File: src/rtl/fifo_ram_multi_if.sv
// rtl/fifo_ram_multi_if.sv - handshake, random-access and status bundle for fifo_ram_multi
interface fifo_ram_multi_if #(
  parameter int DATA_WIDTH    = 32,
  parameter int FIFO_DEPTH    = 8,
  parameter int N_ENQ         = 2,
  parameter int N_DEQ         = 2,
  parameter int N_READ_PORTS  = 2,
  parameter int N_WRITE_PORTS = 2
);
  localparam int PTR_WIDTH = $clog2(FIFO_DEPTH);
  localparam int CTR_WIDTH = PTR_WIDTH + 1;

  logic                                        flush;
  logic [N_ENQ-1:0]                            enq_ready;
  logic [N_ENQ-1:0]                            enq_valid;
  logic [N_ENQ-1:0][DATA_WIDTH-1:0]            enq_data;
  logic [N_DEQ-1:0]                            deq_valid;
  logic [N_DEQ-1:0]                            deq_ready;
  logic [N_DEQ-1:0][DATA_WIDTH-1:0]            deq_data;
  logic [N_READ_PORTS-1:0][PTR_WIDTH-1:0]      rd_addr;
  logic [N_READ_PORTS-1:0][DATA_WIDTH-1:0]     rd_data;
  logic [N_WRITE_PORTS-1:0]                    wr_en;
  logic [N_WRITE_PORTS-1:0][PTR_WIDTH-1:0]     wr_addr;
  logic [N_WRITE_PORTS-1:0][DATA_WIDTH-1:0]    wr_data;
  logic [PTR_WIDTH-1:0]                        enq_ptr;
  logic [PTR_WIDTH-1:0]                        deq_ptr;
  logic [CTR_WIDTH-1:0]                        count;
  logic [FIFO_DEPTH-1:0]                       entry_valid;

  modport master (
    output flush, enq_valid, enq_data, deq_ready, rd_addr, wr_en, wr_addr, wr_data,
    input  enq_ready, deq_valid, deq_data, rd_data, enq_ptr, deq_ptr, count, entry_valid
  );

  modport slave (
    input  flush, enq_valid, enq_data, deq_ready, rd_addr, wr_en, wr_addr, wr_data,
    output enq_ready, deq_valid, deq_data, rd_data, enq_ptr, deq_ptr, count, entry_valid
  );
endinterface

File: src/rtl/fifo_ram_multi.sv
// rtl/fifo_ram_multi.sv - multi-lane circular FIFO over a RAM with random read/write ports
module fifo_ram_multi #(
  parameter int DATA_WIDTH    = 32,
  parameter int FIFO_DEPTH    = 8,
  parameter int N_ENQ         = 2,
  parameter int N_DEQ         = 2,
  parameter int N_READ_PORTS  = 2,
  parameter int N_WRITE_PORTS = 2
) (
  input  logic                  clk,
  input  logic                  rst_aL,
  fifo_ram_multi_if.slave       bus
);
  localparam int PTR_WIDTH = $clog2(FIFO_DEPTH);
  localparam int CTR_WIDTH = PTR_WIDTH + 1;

  logic [CTR_WIDTH-1:0]  r_enq_ctr;
  logic [CTR_WIDTH-1:0]  r_deq_ctr;
  logic [DATA_WIDTH-1:0] r_fifo [FIFO_DEPTH];

  logic [CTR_WIDTH-1:0]  w_count;
  logic [CTR_WIDTH-1:0]  w_free;
  logic [PTR_WIDTH-1:0]  w_enq_ptr;
  logic [PTR_WIDTH-1:0]  w_deq_ptr;
  logic [N_ENQ-1:0]      w_enq_ready;
  logic [N_DEQ-1:0]      w_deq_valid;
  logic [CTR_WIDTH-1:0]  w_n_enq;
  logic [CTR_WIDTH-1:0]  w_n_deq;
  logic                  w_enq_run;
  logic                  w_deq_run;
  logic [N_ENQ-1:0]      w_enq_we;
  logic [PTR_WIDTH-1:0]  w_enq_slot [N_ENQ];

  // The extra counter bit separates full (count == DEPTH) from empty.
  assign w_count   = r_enq_ctr - r_deq_ctr;
  assign w_free    = CTR_WIDTH'(FIFO_DEPTH) - w_count;
  assign w_enq_ptr = r_enq_ctr[PTR_WIDTH-1:0];
  assign w_deq_ptr = r_deq_ctr[PTR_WIDTH-1:0];

  genvar g;
  generate
    for (g = 0; g < N_ENQ; g++) begin : g_enq
      assign w_enq_ready[g] = (w_free >= CTR_WIDTH'(g + 1));
      assign w_enq_slot[g]  = w_enq_ptr + PTR_WIDTH'(g);
      assign w_enq_we[g]    = (CTR_WIDTH'(g) < w_n_enq) && !bus.flush;
    end
    for (g = 0; g < N_DEQ; g++) begin : g_deq
      assign w_deq_valid[g]  = (w_count >= CTR_WIDTH'(g + 1));
      assign bus.deq_data[g] = r_fifo[w_deq_ptr + PTR_WIDTH'(g)];
    end
    for (g = 0; g < N_READ_PORTS; g++) begin : g_rd
      assign bus.rd_data[g] = r_fifo[bus.rd_addr[g]];
    end
    for (g = 0; g < FIFO_DEPTH; g++) begin : g_live
      assign bus.entry_valid[g] =
        (CTR_WIDTH'(PTR_WIDTH'(PTR_WIDTH'(g) - w_deq_ptr)) < w_count);
    end
  endgenerate

  // Only the leading run of accepted lanes counts; anything after a gap is dropped.
  always_comb begin
    w_n_enq   = '0;
    w_enq_run = 1'b1;
    for (int i = 0; i < N_ENQ; i++) begin
      w_enq_run = w_enq_run & bus.enq_valid[i] & w_enq_ready[i];
      if (w_enq_run) w_n_enq = w_n_enq + CTR_WIDTH'(1);
    end
  end

  always_comb begin
    w_n_deq   = '0;
    w_deq_run = 1'b1;
    for (int i = 0; i < N_DEQ; i++) begin
      w_deq_run = w_deq_run & w_deq_valid[i] & bus.deq_ready[i];
      if (w_deq_run) w_n_deq = w_n_deq + CTR_WIDTH'(1);
    end
  end

  always_ff @(posedge clk or negedge rst_aL) begin
    if (!rst_aL) begin
      r_enq_ctr <= '0;
      r_deq_ctr <= '0;
    end else if (bus.flush) begin
      r_enq_ctr <= '0;
      r_deq_ctr <= '0;
    end else begin
      r_enq_ctr <= r_enq_ctr + w_n_enq;
      r_deq_ctr <= r_deq_ctr + w_n_deq;
    end
  end

  // Later assignments win: enqueue lanes first, then write ports in ascending order.
  always_ff @(posedge clk or negedge rst_aL) begin
    if (!rst_aL) begin
      for (int k = 0; k < FIFO_DEPTH; k++) r_fifo[k] <= '0;
    end else begin
      for (int i = 0; i < N_ENQ; i++) begin
        if (w_enq_we[i]) r_fifo[w_enq_slot[i]] <= bus.enq_data[i];
      end
      for (int j = 0; j < N_WRITE_PORTS; j++) begin
        if (bus.wr_en[j]) r_fifo[bus.wr_addr[j]] <= bus.wr_data[j];
      end
    end
  end

  assign bus.enq_ready = w_enq_ready;
  assign bus.deq_valid = w_deq_valid;
  assign bus.enq_ptr   = w_enq_ptr;
  assign bus.deq_ptr   = w_deq_ptr;
  assign bus.count     = w_count;
endmodule

File: src/flat_wrapper.sv
// flat-port wrapper written by rule: the top's interface ports become plain ports
module fifo_ram_multi_flat 
#(
  parameter int DATA_WIDTH    = 32,
  parameter int FIFO_DEPTH    = 8,
  parameter int N_ENQ         = 2,
  parameter int N_DEQ         = 2,
  parameter int N_READ_PORTS  = 2,
  parameter int N_WRITE_PORTS = 2
)
  (clk, rst_aL, bus_flush, bus_enq_valid, bus_enq_data, bus_deq_ready, bus_rd_addr, bus_wr_en, bus_wr_addr, bus_wr_data, bus_enq_ready, bus_deq_valid, bus_deq_data, bus_rd_data, bus_enq_ptr, bus_deq_ptr, bus_count, bus_entry_valid);
  fifo_ram_multi_if #(.DATA_WIDTH(DATA_WIDTH), .FIFO_DEPTH(FIFO_DEPTH), .N_ENQ(N_ENQ), .N_DEQ(N_DEQ), .N_READ_PORTS(N_READ_PORTS), .N_WRITE_PORTS(N_WRITE_PORTS)) bus_i ();
  input  logic clk;
  input  logic rst_aL;
  input wire logic [$bits(bus_i.flush)-1:0] bus_flush;
  input wire logic [$bits(bus_i.enq_valid)-1:0] bus_enq_valid;
  input wire logic [$bits(bus_i.enq_data)-1:0] bus_enq_data;
  input wire logic [$bits(bus_i.deq_ready)-1:0] bus_deq_ready;
  input wire logic [$bits(bus_i.rd_addr)-1:0] bus_rd_addr;
  input wire logic [$bits(bus_i.wr_en)-1:0] bus_wr_en;
  input wire logic [$bits(bus_i.wr_addr)-1:0] bus_wr_addr;
  input wire logic [$bits(bus_i.wr_data)-1:0] bus_wr_data;
  output wire logic [$bits(bus_i.enq_ready)-1:0] bus_enq_ready;
  output wire logic [$bits(bus_i.deq_valid)-1:0] bus_deq_valid;
  output wire logic [$bits(bus_i.deq_data)-1:0] bus_deq_data;
  output wire logic [$bits(bus_i.rd_data)-1:0] bus_rd_data;
  output wire logic [$bits(bus_i.enq_ptr)-1:0] bus_enq_ptr;
  output wire logic [$bits(bus_i.deq_ptr)-1:0] bus_deq_ptr;
  output wire logic [$bits(bus_i.count)-1:0] bus_count;
  output wire logic [$bits(bus_i.entry_valid)-1:0] bus_entry_valid;
  assign bus_i.flush = bus_flush;
  assign bus_i.enq_valid = bus_enq_valid;
  assign bus_i.enq_data = bus_enq_data;
  assign bus_i.deq_ready = bus_deq_ready;
  assign bus_i.rd_addr = bus_rd_addr;
  assign bus_i.wr_en = bus_wr_en;
  assign bus_i.wr_addr = bus_wr_addr;
  assign bus_i.wr_data = bus_wr_data;
  assign bus_enq_ready = bus_i.enq_ready;
  assign bus_deq_valid = bus_i.deq_valid;
  assign bus_deq_data = bus_i.deq_data;
  assign bus_rd_data = bus_i.rd_data;
  assign bus_enq_ptr = bus_i.enq_ptr;
  assign bus_deq_ptr = bus_i.deq_ptr;
  assign bus_count = bus_i.count;
  assign bus_entry_valid = bus_i.entry_valid;
  fifo_ram_multi #(.DATA_WIDTH(DATA_WIDTH), .FIFO_DEPTH(FIFO_DEPTH), .N_ENQ(N_ENQ), .N_DEQ(N_DEQ), .N_READ_PORTS(N_READ_PORTS), .N_WRITE_PORTS(N_WRITE_PORTS)) u_core (.clk(clk), .rst_aL(rst_aL), .bus(bus_i));
endmodule
File: config.mk
export PLATFORM = sky130hd
export DESIGN_NAME = fifo_ram_multi_flat
export DESIGN_NICKNAME = d
export VERILOG_FILES = /design/src/rtl/fifo_ram_multi_if.sv /design/src/rtl/fifo_ram_multi.sv /design/src/flat_wrapper.sv
export SDC_FILE = /design/constraint.sdc
export NUM_CORES = 1
export LEC_CHECK = 0
export CORE_MARGIN = 4
export CORE_UTILIZATION = 35
export DETAILED_ROUTE_END_ITERATION = 10
export GPL_TIMING_DRIVEN = 1
export REMOVE_ABC_BUFFERS = 1
export SYNTH_ARGS = -nofsm -noshare
export SYNTH_HDL_FRONTEND = slang
export SYNTH_SLANG_ARGS = --single-unit
File: constraint.sdc
create_clock -name clk -period 4.7 [get_ports clk]
set_input_delay 0.94 -clock clk [delete_from_list [all_inputs] [get_ports clk]]
set_output_delay 0.94 -clock clk [all_outputs]
set_load 0.02 [all_outputs]
==> out/qor.yml, run 1 <==
hpwlAfterDp_mm: 74.7
initial_core_util_pct: 35.3
status: "finished, final reports clean"
synth_top_area_share_pct: 26.8
drv_slew: 0
grt_pass1_wl_mm: 166
cts_tree: "built"
grt_use_total_pct: 29.7
worst_r2r_endpoint: "u_core.r_fifo[23]$_DFF_PN0_"
synth.avg_cell_area_sq_um: 10.1
drtIter0Drc: 3760
fin_crit_ns: 4.39
final_common_cell: "o21ai_0"
met1_usage_pct: 38.3
p_leak_nw: 11.3
drt_first_pass_iters: 6
crit_end: "bus_deq_valid[1]"
rows: 97
fillers: 6584
worstPathMaxFanout: 11
ff2ff_setup_slack_ns: 0.58
cts_htree_levels: 2
synth_seq_area_share_pct: 26.8
cts_setup_buffers: 0
timing.fmax_ghz: 0.228
cts.sinks: 264
end_kind: "primary output"
drt_wl_total_mm: 115
final_cell_mix: "317 x o21ai_0, 302 x mux2_2, 291 x clkdlybuf4s50_1"
synth.cell_area_sq_mm: 0.0247
maxCapViolations: 0
die_h_um: 274
layout-drive-gt1-share_pct: 29.7
nNetsFinal: 2776
synth_compound_area_share_pct: 19.3
path_clk_slew_ns: 0.06
final-setup-viol-count: 0
num_vias: 24100
grtUsageMet3_pct: 9.84
die_width_um: 274
core_sq_mm: 0.0700
grt_max_degree: 99
yosys_warnings: 0
powerDensity_mw_per_mm2: 663
grt_busiest_layer: "met2"
finalCritPeriodShare_pct: 93.5
gp_congestion: 0.902
reg2reg_depth: 14
cp_data_required_time_ns: 3.76
ys_ff_latch: 264
synth_top_family_by_area: "multiplexers"
grtUsageMet2_pct: 46.1
syn_to_final_growth_pct: 22.1
crit_start: "u_core.r_deq_ctr[1]$_DFF_PN0_"
tightest_slew_ns: 1.03
relSlewSlack_pct: 31.0
synth-xor-area-share_pct: 0.481
worstSetupPathType: "register to primary output"
die-area_sq_mm: 0.0749
clk_path_buf_depth: 3
overflow: 0
cp-start-kind: "register"
grt_pass1_vias: 24200
synthAdderAreaFrac_pct: 1.84
crit_arrival_ns: 3.45
muxShareOfSynthArea_pct: 39.2
timing.hold.ws_ns: 0.462
cts_buffers: 34
pre_cts_ws_ns: 0.638
dp_cells: 3497
hold_path.class: "input port to asynchronous set/reset pin"
routedWlPerCell_um: 32.3
synth_largest_area_cell: "dfrtp_1"
drc: 0
antenna_found_initial: 16
vias_per_cell: 6.76
post_cts_resized: 0
setup_ws_ns: 0.305
io_buffer_count: 298
cts_hold_buf: 0
synth_area_leaders: "dfrtp_1 27%, mux4_2 23%, mux2_2 14%"
placed_area_sq_mm: 0.0289
cts-root-buf: "clkbuf_16"
rsz0062_at_grt: "false"
clock_latency_ns: 0.56
vdd_drop_max_mv: 0.641
ys_types: 47
hold_viol_final: 0
ant_nets: 0
synthSimpleGateAreaFrac_pct: 7.07
syn-instance-count: 2452
layoutNonFillerInstCount: 3568
skew_ns: 0.0143
final_cell_area_sq_mm: 0.0301
ioPinCount: 299
timing.rr.start: "u_core.r_deq_ctr[0]$_DFF_PN0_"
-- critical path, stage by stage, from the launching register on --
cell and delay, ns:
dfrtp_4 0.51, inv_1 0.17, ha_1 0.26, and3b_1 0.20, or3_1 0.39, nand2_1 0.27, inv_1 0.09, or4_1 0.47
clkdlybuf4s50_1 0.55
-- where the power goes --
| part | switching [W] | internal [W] | leakage, nW |
|---|---|---|---|
| Combinational | 0.00597 | 0.00660 | 7.41 |
| Sequential | 0.00134 | 0.00317 | 3.26 |
| Clock | 0.00111 | 0.00177 | 0.597 |
| Total | 0.00842 | 0.0115 | 11.3 |
-- metal layers --
metal / up-vias / share of wire, %
li1: 9731 / -
met1: 12000 / 37
met2: 1956 / 45
met3: 403 / 13
met4: 12 / 4.4
met5: - / 0.068
-- worst min-delay path by stage --
| stage | to | from | cells after the start |
|---|---|---|---|
| 2_1_floorplan | u_core.r_deq_ctr[3]$_DFF_PN0_ | u_core.r_deq_ctr[3]$_DFF_PN0_ | 2 |
| 3_3_place_gp | u_core.r_enq_ctr[3]$_DFF_PN0_ | u_core.r_enq_ctr[3]$_DFF_PN0_ | 2 |
| 3_5_place_dp | u_core.r_enq_ctr[3]$_DFF_PN0_ | u_core.r_enq_ctr[3]$_DFF_PN0_ | 2 |
| 4_1_cts | u_core.r_fifo[226]$_DFF_PN0_ | rst_aL | 1 |
| 5_1_grt | u_core.r_fifo[2]$_DFF_PN0_ | rst_aL | 1 |
| 6_report | u_core.r_fifo[2]$_DFF_PN0_ | rst_aL | 1 |
-- cells in the mapped netlist, drive strengths merged --
master	n
buf	147
clkbuf	154
nor4	1
a31oi	5
fa	4
a221o	32
nor2	245
nor3	6
a21boi	1
or3	2
or2	1
xnor2	8
xnor3	1
mux2	319
and3b	1
nand2	122
xor2	3
and2	5
nor3b	5
a21oi	38
nand2b	5
dfrtp	264
o21ai	489
mux4	256
o22a	1
ha	30
nor2b	13
nand3	8
a22oi	224
a21o	8
and3	3
inv	14
mux2i	32
nand3b	2
o21a	1
a211o	1
or4	1
-- flip-flops by register name, summed over array words and instances (netlist names) --
| name | cells |
|---|---|
| u_core.r_enq_ctr | 4 |
| u_core.r_fifo | 256 |
| u_core.r_deq_ctr | 4 |
-- logic make-up after synthesis --
| family | count (synthesis) |
|---|---|
| adders and majority gates | 34 |
| muxes | 607 |
| buffers and inverters | 315 |
| AOI/OAI and AO/OA | 800 |
| DFF | 264 |
| and+or+nand+nor | 420 |
| xor gates and xnor gates | 12 |
-- area by class of cell --
type / count / area (sq um) / area share [%]
Multi-Input combinational cell: 1873 / 17000 / 56.5
Inverter: 14 / 52.6 / 0.174
Antenna cell: 11 / 27.5 / 0.0913
Timing Repair Buffer: 406 / 4020 / 13.3
Tap cell: 940 / 1180 / 3.90
Sequential cell: 264 / 6620 / 22.0
Clock buffer: 51 / 1060 / 3.51
Clock inverter: 9 / 149 / 0.494
-- through the flow --
stage	power [W]	TNS, ns	util, %
final	0.0200	0	43.0
after CTS	0.0199	0	43.0
after detailed placement	0.0169	0	41.3
after global routing	0.0210	0	43.0
after floorplan	0.0121	-1032.53	-
after global placement	0.0166	0	41.3
No activity file was read; power rests on OpenSTA's default activity.
==> run 2, diff against run 1 <==
--- a/config.mk
+++ b/config.mk
@@ -5,8 +5,10 @@
 export SDC_FILE = /design/constraint.sdc
 export NUM_CORES = 1
 export LEC_CHECK = 0
+export CAP_MARGIN = 40
 export CORE_MARGIN = 4
 export CORE_UTILIZATION = 35
+export CTS_CLUSTER_DIAMETER = 40
 export DETAILED_ROUTE_END_ITERATION = 10
 export GPL_TIMING_DRIVEN = 1
 export REMOVE_ABC_BUFFERS = 1
==> run 2 against run 1 <==
Sequential share of layout area decreased by 0.47 points; sequential power hardly changed; utilization increased by 0.94 points; global-route usage grew 0.34 points; largest cell class unchanged; via count rose by 0.97%.
==> out/qor.yml, run 2 (synthesis results as in run 1) <==
die_width_um: 274  # unchanged
cts_buffers: 53  # was 34
worstSetupPathType: "register to primary output"  # unchanged
hold_viol_final: 0  # unchanged
cts-root-buf: "clkbuf_16"  # unchanged
hold_path.class: "input port to asynchronous set/reset pin"  # unchanged
tightest_slew_ns: 0.969  # was 1.03 ns
cts_tree: "built"  # unchanged
final_common_cell: "o21ai_0"  # unchanged
grt_max_degree: 99  # unchanged
grt_use_total_pct: 30.1  # was 29.7%
initial_core_util_pct: 35.3  # unchanged
gp_congestion: 0.902  # unchanged
ant_nets: 0  # unchanged
cts_htree_levels: 2  # unchanged
path_cells: "ha_1 -> fa_1 -> xor2_2 -> buf_4 -> ha_1 -> nor2b_1 -> o21ai_0 -> clkdlybuf4s50_1"  # was inv_1 -> ha_1 -> and3b_1 -> or3_1 -> nand2_1 -> inv_1 -> or4_1 -> clkdlybuf4s50_1
final-setup-viol-count: 0  # unchanged
drtIter0Drc: 3726  # was 3760
syn_to_final_growth_pct: 24.7  # was 22.1%
fin_crit_ns: 4.46  # was 4.39 ns
vias_per_cell: 6.75  # was 6.76
relSlewSlack_pct: 35.3  # was 31.0%
largest_reg_flops: 256  # unchanged
cp-start-kind: "register"  # unchanged
layout-drive-gt1-share_pct: 30.9  # was 29.7%
fin_util_pct: 44.0  # was 43.0%
grt_pass1_wl_mm: 168  # was 166 mm
crit_arrival_ns: 3.52  # was 3.45 ns
cts_hold_buf: 0  # unchanged
slowest_delay_ns: 0.64  # was 0.55 ns
cp_data_required_time_ns: 3.76  # about the same
final_cell_mix: "317 x o21ai_0, 302 x mux2_2, 291 x clkdlybuf4s50_1"  # unchanged
end_kind: "primary output"  # unchanged
path_clk_slew_ns: 0.05  # was 0.06 ns
die_h_um: 274  # unchanged
drt_first_pass_iters: 8  # was 6
rsz0062_at_grt: "false"  # unchanged
finalCritPeriodShare_pct: 94.9  # was 93.5%
crit_buf_inv: 2  # was 3
num_vias: 24400  # was 24100
power.total_w: 0.0211  # was 0.0200 W
hpwlAfterDp_mm: 74.9  # was 74.7 mm
cpLargestDelayFamily: "adder cells"  # was simple AND/OR/NAND/NOR gates
clock_latency_ns: 0.63  # was 0.56 ns
slowest_stage: "clkdlybuf4s50_1"  # unchanged
drt_wl_total_mm: 117  # was 115 mm
grt_pass1_vias: 24600  # was 24200
pre_cts_ws_ns: 0.639  # was 0.638 ns
ioPinCount: 299  # unchanged
top_register: "u_core.r_fifo"  # unchanged
clk_path_buf_depth: 3  # unchanged
maxCapViolations: 0  # unchanged
vdd_drop_max_mv: 0.547  # was 0.641 mV
drc: 0  # unchanged
crit_start: "u_core.r_deq_ctr[0]$_DFF_PN0_"  # was u_core.r_deq_ctr[1]$_DFF_PN0_
nNetsFinal: 2797  # was 2776
top_regs: "u_core.r_fifo: 256 flops, u_core.r_deq_ctr: 4 flops, u_core.r_enq_ctr: 4 flops"  # unchanged
cts_setup_buffers: 0  # unchanged
rows: 97  # unchanged
setup_ws_ns: 0.239  # was 0.305 ns
routedWlPerCell_um: 32.3  # about the same
post_cts_resized: 0  # unchanged
overflow: 0  # unchanged
antenna_found_initial: 17  # was 16
status: "finished, final reports clean"  # unchanged
die-area_sq_mm: 0.0749  # unchanged
cts.sinks: 264  # unchanged
worstPathMaxFanout: 9  # was 11
cp_common_cell: "ha_1"  # was inv_1
timing.fmax_ghz: 0.224  # was 0.228 GHz
p_leak_nw: 11.6  # was 11.3 nW
timing.rr.start: "u_core.r_deq_ctr[1]$_DFF_PN0_"  # was u_core.r_deq_ctr[0]$_DFF_PN0_
powerDensity_mw_per_mm2: 684  # was 663 mW/mm^2
skew_ns: 0.0423  # was 0.0143 ns
core_sq_mm: 0.0700  # unchanged
io_buffer_count: 298  # unchanged
drv_slew: 0  # unchanged
run 2: cell types whose count changed in the layout (fill, tap and decap cells not counted), sizes merged:
cell      previous run  this run
diode               11         9
bufinv               4         5
buf                115       117
inv                 14        22
clkinvlp             0         7
clkbuf              51        64
clkinv               5        15
run 2: cell type report:
class	count	area [sq um]
Antenna cell	9	22.5
Clock buffer	64	1450
Clock inverter	35	385
Fill cell	6624	39200
Inverter	14	52.6
Multi-Input combinational cell	1873	17000
Sequential cell	264	6620
Tap cell	940	1180
Timing Repair Buffer	408	4050
run 2: power breakdown:
part | total [W] | switching [W] | internal (W) | leakage, nW
registers | 0.00453 | 0.00136 | 0.00317 | 3.26
clock network | 0.00393 | 0.00145 | 0.00249 | 0.891
logic | 0.0126 | 0.00597 | 0.00662 | 7.42
run 2: stage by stage:
step	TNS (ns)	instances	hold slack, ns	instance area, sq um
after floorplan	-1032.53	2151	0.530	23400
after global placement	0	3497	0.555	28900
after detailed placement	0	3499	0.563	28900
after CTS	0	3598	0.433	30800
after global routing	0	3604	0.461	30800
final	0	3607	0.407	30800
run 2: routing by layer:
layer / share of wire [%] / wire (um) / up-vias / GRT usage, %
li1: - / - / 9775 / -
met1: 36 / 42500 / 12100 / 38.1
met2: 45 / 52600 / 1981 / 46.7
met3: 14 / 15900 / 448 / 10.5
met4: 4.7 / 5510 / 20 / 12.8
met5: 0.16 / 189 / - / 0.921
run 2: worst paths after layout:
kind | cells after the start | slack, ns | to
setup / recovery | 8 | 0.24 | bus_entry_valid[7]
hold / removal | 1 | 0.41 | u_core.r_fifo[2]$_DFF_PN0_
max in group asynchronous | 2 | 3.10 | u_core.r_fifo[81]$_DFF_PN0_
hold reg to reg | 2 | 0.58 | u_core.r_enq_ctr[3]$_DFF_PN0_
min in group clk | 2 | 0.58 | u_core.r_enq_ctr[3]$_DFF_PN0_
setup reg to reg | 13 | 0.58 | u_core.r_fifo[192]$_DFF_PN0_
